==> src/rtl/uart_priemnik.sv <==
// uart_priemnik: 8N1 serial receive front end for the terminal-input path.
//
// Deserialises an asynchronous line into bytes and hands each good byte to the
// downstream decoder with a fixed-width strobe.
//
// Ports
//   clk        system clock, all logic on the rising edge
//   Reset      synchronous, active-high reset
//   rx_in      asynchronous serial line, idle high
//   data_out   last correctly framed byte, held until the next good frame
//   priem      high for STROBE_CYCLES cycles after each good frame
//   frame_err  one-cycle pulse when the stop bit samples low
//   busy       high from start-bit detection until the FSM is back in IDLE
module uart_priemnik #(
    parameter int unsigned CLKS_PER_BIT  = 868,
    parameter int unsigned STROBE_CYCLES = 2
) (
    input  logic       clk,
    input  logic       Reset,
    input  logic       rx_in,
    output logic [7:0] data_out,
    output logic       priem,
    output logic       frame_err,
    output logic       busy
);

    localparam int unsigned CW = $clog2(CLKS_PER_BIT);
    localparam int unsigned SW = $clog2(STROBE_CYCLES + 1);

    // The IDLE cycle that first sees rx_s low counts as the first cycle of the
    // start bit, so the mid-bit sample is taken when cnt reaches HALF-2.
    localparam logic [CW-1:0] HALF_M2 = CW'(CLKS_PER_BIT / 2 - 2);
    localparam logic [CW-1:0] FULL_M1 = CW'(CLKS_PER_BIT - 1);
    localparam logic [SW-1:0] STRB_LD = SW'(STROBE_CYCLES);

    typedef enum logic [2:0] {
        S_IDLE,
        S_START,
        S_DATA,
        S_STOP,
        S_WAIT_HIGH
    } state_t;

    state_t          state_q, state_d;
    logic            sync1_q, sync1_d;
    logic            sync2_q, sync2_d;
    logic [CW-1:0]   cnt_q, cnt_d;
    logic [2:0]      bit_q, bit_d;
    logic [7:0]      shadow_q, shadow_d;
    logic [7:0]      data_q, data_d;
    logic            pend_q, pend_d;
    logic [SW-1:0]   strb_q, strb_d;
    logic            ferr_q, ferr_d;
    logic            rx_s;

    assign rx_s = sync2_q;

    always_ff @(posedge clk) begin
        if (Reset) begin
            state_q  <= S_IDLE;
            sync1_q  <= 1'b1;
            sync2_q  <= 1'b1;
            cnt_q    <= '0;
            bit_q    <= '0;
            shadow_q <= '0;
            data_q   <= '0;
            pend_q   <= 1'b0;
            strb_q   <= '0;
            ferr_q   <= 1'b0;
        end else begin
            state_q  <= state_d;
            sync1_q  <= sync1_d;
            sync2_q  <= sync2_d;
            cnt_q    <= cnt_d;
            bit_q    <= bit_d;
            shadow_q <= shadow_d;
            data_q   <= data_d;
            pend_q   <= pend_d;
            strb_q   <= strb_d;
            ferr_q   <= ferr_d;
        end
    end

    // Strobe counter runs independently of the FSM so a new frame can start
    // while the previous strobe is still high.
    always_comb begin
        strb_d = strb_q;
        if (pend_q) begin
            strb_d = STRB_LD;
        end else if (strb_q != '0) begin
            strb_d = strb_q - SW'(1);
        end
    end

    always_comb begin
        state_d  = state_q;
        sync1_d  = rx_in;
        sync2_d  = sync1_q;
        cnt_d    = cnt_q;
        bit_d    = bit_q;
        shadow_d = shadow_q;
        data_d   = data_q;
        pend_d   = 1'b0;
        ferr_d   = 1'b0;

        case (state_q)
            S_IDLE: begin
                if (!rx_s) begin
                    cnt_d   = '0;
                    state_d = S_START;
                end
            end
            S_START: begin
                if (cnt_q == HALF_M2) begin
                    cnt_d = '0;
                    if (rx_s) begin
                        state_d = S_IDLE;
                    end else begin
                        bit_d   = '0;
                        state_d = S_DATA;
                    end
                end else begin
                    cnt_d = cnt_q + CW'(1);
                end
            end
            S_DATA: begin
                if (cnt_q == FULL_M1) begin
                    cnt_d    = '0;
                    shadow_d = {rx_s, shadow_q[7:1]};
                    if (bit_q == 3'd7) begin
                        state_d = S_STOP;
                    end else begin
                        bit_d = bit_q + 3'd1;
                    end
                end else begin
                    cnt_d = cnt_q + CW'(1);
                end
            end
            S_STOP: begin
                if (cnt_q == FULL_M1) begin
                    cnt_d = '0;
                    if (rx_s) begin
                        data_d  = shadow_q;
                        pend_d  = 1'b1;
                        state_d = S_IDLE;
                    end else begin
                        ferr_d  = 1'b1;
                        state_d = S_WAIT_HIGH;
                    end
                end else begin
                    cnt_d = cnt_q + CW'(1);
                end
            end
            S_WAIT_HIGH: begin
                if (rx_s) begin
                    state_d = S_IDLE;
                end
            end
            default: begin
                state_d = S_IDLE;
            end
        endcase
    end

    assign data_out  = data_q;
    assign priem     = (strb_q != '0);
    assign frame_err = ferr_q;
    assign busy      = (state_q != S_IDLE);

endmodule

==> config.mk <==
export PLATFORM = sky130hd
export DESIGN_NAME = uart_priemnik
export DESIGN_NICKNAME = d
export VERILOG_FILES = /design/src/rtl/uart_priemnik.sv
export SDC_FILE = /design/constraint.sdc
export NUM_CORES = 1
export LEC_CHECK = 0
export BUFFER_PORTS_ARGS = -buffer_cell sky130_fd_sc_hd__buf_2
export CORE_MARGIN = 4
export CORE_UTILIZATION = 45
export CTS_BUF_LIST = sky130_fd_sc_hd__clkbuf_8 sky130_fd_sc_hd__clkbuf_16
export DETAILED_ROUTE_END_ITERATION = 6
export PLACE_DENSITY = 0.68
export SYNTH_ARGS = -nofsm -noshare
export SYNTH_HDL_FRONTEND = slang
export SYNTH_SLANG_ARGS = --single-unit
export TNS_END_PERCENT = 1
==> constraint.sdc <==
create_clock -name clk -period 3.8 [get_ports clk]
set_input_delay 0.19 -clock clk [delete_from_list [all_inputs] [get_ports clk]]
set_output_delay 0.19 -clock clk [all_outputs]
set_load 0.02 [all_outputs]
After elaboration in Yosys (flattened, before gate mapping)
Index checks and enable logic that the tools add are counted.

Register bits after elaboration: 38. Bits of input ports: 3. Word-level logic and storage cells: 67.

$add $sub $neg: 3. Equal/unequal tests: 15. Multiplexer cells: 22. Bitwise logic cells: 2. Reduce and logical (&&, ||, !) cells: 14.

Operators with widths (number): 2-to-1 mux 3 bit (11); 2-to-1 mux 10 bit (3); one-hot mux 10 bit (3 select lines) (1); != test 2 bit (second input constant) (8); one-hot mux 3 bit (5 select lines) (1); adder 10 x 1 -> 10 bit (second input constant) (1); equality test 10 bit (second input constant) (1); equality test 10 x 9 -> 1 bit (second input constant) (1); equality test 3 x 2 -> 1 bit (second input constant) (2); equality test 3 bit (second input constant) (2); 2-to-1 mux 2 bit (3); one-hot mux 3 bit (2 select lines) (1); AND reduction 6 bit (1); nonzero test 2 bit (3); nonzero test 3 bit (2); AND reduction 5 bit (1); AND reduction 2 bit (2); OR reduction 2 bit (2); adder 3 x 1 -> 3 bit (second input constant) (1); equality test 3 x 1 -> 1 bit (second input constant) (1); logical NOT 3 bit (1); AND reduction 3 bit (1); OR reduction 3 bit (1); 2-to-1 mux 1 bit (2); other kinds (2) (3).

Logic depth before layout (Yosys ltp)
Depth after elaboration: 4. Depth in mapped cells: 8.

Worst setup path before layout
Ideal clock, no wire load.

Path kind: flip-flop to flip-flop. From: reg cnt_q[2]. To: reg cnt_q[2]. Library setup time: 0.129 ns. Data arrival time: 1.625 ns. Required time: 3.671 ns. Slack: 2.047 ns. Stages on the path, launching flop included: 7. Path buffers: 1. Clock period less this slack: 1.753 ns. Cells stage by stage: dfxtp_1 or3b_4 o31ai_1 a21oi_1 buf_2 a21oi_1 a31oi_1.

Longest elaborated chain between the ends: 3. Elaborated cells on any way between the ends: 6. Those cells by class: add/sub (1); eq/ne (2); mux (3).

RTL lines: start: declaration (RTL line 47) `logic [CW-1:0] cnt_q, cnt_d;`; start signal: assignment (RTL line 74) `cnt_q <= cnt_d;`; adder 10 x 1 -> 10 bit, or another cell as far along (RTL line 123, 136, 151); 2-to-1 mux 10 bit (on tied branches) (RTL line 127, 140, 114); one-hot mux 10 bit (3 select lines) * (RTL line 106) `case (state_q)`.

Every way passes the cells marked *; elsewhere a longest branch is shown, timed or not. A chain may end at the register's enable or synchronous reset.

Final worst setup path
From: reg cnt_q[0]. To: reg data_q[7] (netlist: data_out[7]).

Longest elaborated chain between the ends: 2.

RTL lines: equality test 10 bit (RTL line 140) `if (cnt_q == FULL_M1) begin`; AND reduction 3 bit (no source line); end signal: assignment (RTL line 77) `data_q <= data_d;`; end: declaration (RTL line 50) `logic [7:0] data_q, data_d;`.

No other way between the ends.

==> impl_results.md <==
* IO Count at 14
* Endpoints failing setup at 0
* Fraction of layout cells with a size suffix above 1 at 17.4%
* Crit-path leading delay family: simple AND/OR/NAND/NOR gates
* Bufs on Longest Clock Path at 2
* Antenna Cells at 0
* Total internal power at 559 uW
* Status: completed
* Worst-margin pin slew at 0.887 ns
* Area Overhead vs Synth at 10.4%
* Synth Area per Inst at 8.76 sq um
* Setup TNS at 0 ns
* Critical-path cell list: ha_1, nand4bb_1, nor3_4, and4_1, mux2i_1, nor2_1
* Synth top area share at 43.2%
* Row count at 22
* Post-synthesis cell count at 201
* Worst path bufs/invs at 0
* Routed via count at 1414
* Req. time, crit path at 3.96 ns
* Clk pwr share at 39.1%
* Via density at 5.42
* Net Count, Synth at 208
* Drt wl/cell at 13.1 um
* Reg2reg end: data_out[7]
* Most instantiated cells after synthesis: dfxtp_1 (38), a21oi_1 (22), nor2_1 (19), nand2_1 (18), nand3_1 (16)
* Main synth FF type: dfxtp_1
* Max-slew violation count at 0
* Dpl cell area at 1850 sq um
* Crit Path Max Fanout at 14
* RSZ-0062 raised after global routing: no
* Root buffer cell: clkbuf_8
* Sequential area share after synthesis at 43.2%
* CP Class: flop to flop
* Grt ovf at 0
* H-tree levels at 2
* Post-CTS Setup Inserts at 0
* CTS Buf Count at 5
* Crit-path max cell delay at 0.58 ns
* Fin area at 1940 sq um
* Synth top area cells: dfxtp_1 (43%), a21oi_1 (6.3%), mux2i_1 (5.1%)
* Global-route wire length before repair at 6.10 mm
* Slowest cell on crit path: and4_1
* Number of global-route vias before repair at 1312
* Gr usage total at 14.9%
* VDD IR max at 0.259 mV
* Clk_skew at 0.00484 ns
* Fmax at 430 MHz
* Switching part of the total power at 23.2%
* Final RePlAce weighted congestion at 0.844
* R2R setup slack at 1.47 ns
* Count of cells resized by post-cts repair at 0
* Hold Buf Count CTS at 0
* Reg power frac at 55.8%
* Final Util at 52.3%
* CTS tree: yes
* Number of flops mapped to enable cells by yosys at 0
* Period utilisation layout at 61.2%
* CTS sink cnt at 38
* CP Capture Point: data_out[7]
* Clk_lat worst skew at 0.29 ns
* Nets at 219
* Seq cells post-synth at 38
* Final WL at 3.41 mm
* Iteration-0 DRC count of the detailed router at 103
* Leakage at 0.000734 uW
* CP Data Arrival Time at 2.48 ns
* Comb pwr share at 5.1%
* Initial antenna violation count at 0
* Unique cell type count in the Yosys netlist at 43
* Die Wd at 70.5 um
* Setup crit start kind: flop
* Count leader, synth: dfxtp_1
* Ys Warns at 0
* Min Clock Period, post-route at 2.33 ns
* Die H at 70.5 um
* Syn Std Cell Area at 1760 sq um
* Slew headroom at 40.8%
* Overall die area at 4980 sq um
* Final Hold Viols at 0
* Worst hold path class: input pin to flop
* Max-cap violation count at 0
* HPWL after DPL at 2.39 mm
* CP Launch Point: cnt_q[0]
* Asr flop ratio synth at 0%
* PD cells at 375 nW/um^2
* Drt pass-1 iters at 4
* Top cell type by total area after synthesis: dfxtp_1
* Initial core utilization at 47.4%
* Pin count of the biggest net entering global routing at 36
* Setup crit end kind: flop
* I/O Buffers at 13
* Detail Route Antenna Nets at 0
* Core footprint at 3720 sq um
* Worst r2r src: cnt_q[0]
* Clock Pin Slew Worst Setup and Hold Paths at 0.07 ns
* NetSw at 169 uW
* Cells on worst reg2reg path at 6
* # DRC at 0
* Critical path depth at 6
==> how the worst min path moves through the flow <==
stage               start      end  depth (start not counted)
CTS                 rx_in  sync1_q                          2
floorplan           rx_in  sync1_q                          1
global placement    rx_in  sync1_q                          2
finish              rx_in  sync1_q                          2
global route        rx_in  sync1_q                          2
detailed placement  rx_in  sync1_q                          2
==> logic make-up (layout without fill, tap and decap cells) <==
group,Yosys count,in the layout,share of synthesized area [%]
simple gates,80,80,24.7
compound gates,50,50,18.8
flops,38,38,43.2
buf+inv,18,30,4.26
mux,9,9,5.12
fa+ha+maj,4,4,2.84
xor+xnor,2,2,0.995
==> routing by layer <==
layer | track usage [%] | vias to the layer above | wire [um]
li1 | - | 737 | -
met1 | 20.9 | 654 | 1700
met2 | 22.2 | 19 | 1550
met3 | 3.98 | 4 | 116
met4 | 5.01 | 0 | 41
met5 | 0 | - | 0
==> placed cells by master (no fill, tap or decap), drive strengths merged <==
cell type  instances
o31ai              2
clkbuf             6
a21o               1
o21a               1
clkinv             1
or2                4
dfxtp             38
nand3             17
nand2             18
nor2              19
a22oi              1
nor2b              1
a21oi             22
a22o               2
nand4bb            2
buf               14
o21ai             10
o41ai              2
nand2b             4
a211o              1
nor3               2
and3               2
nand4              1
inv                8
mux2i              9
a311o              1
and4               1
a211oi             1
xnor2              2
nor4b              1
nand3b             1
a31oi              5
clkinvlp           1
o31a               1
ha                 4
or3b               2
nor3b              5
==> final cells by class <==
cell class | count | area, sq um
clock buffer | 6 | 82.6
clock inverter | 2 | 12.5
fill | 373 | 1770
inverter | 8 | 30.0
multi-input combinational | 145 | 925
sequential | 38 | 761
tap | 48 | 60.1
timing repair buffer | 14 | 72.6
==> state kept, by name, summed over array words and instances (netlist names) <==
signal and flops:
cnt_q 10, state_q 3, strb_q 2, shadow_q 8
pend_q 1, sync1_q 1, bit_q 3, frame_err 1
rx_s 1, data_out 8
==> metrics by stage <==
step | worst slack [ns] | power, uW | std cells | hold WS (ns)
after global routing | 1.19 | 764 | 261 | 0.0939
after floorplan | 2.05 | 443 | 201 | 0.294
after CTS | 1.46 | 736 | 261 | 0.0830
final | 1.47 | 728 | 261 | 0.0896
after global placement | 1.54 | 452 | 253 | 0.383
after detailed placement | 1.47 | 452 | 253 | 0.381
==> power groups by stage <==
stage | sequential, uW | clock [uW] | combinational (uW)
after CTS | 406 | 293 | 37.4
after global placement | 415 | 0 | 36.5
final | 406 | 284 | 37.2
after detailed placement | 415 | 0 | 37.1
after floorplan | 413 | 0 | 30.2
after global routing | 407 | 315 | 42.2
Note: power is estimated with default switching activity, not from simulation.
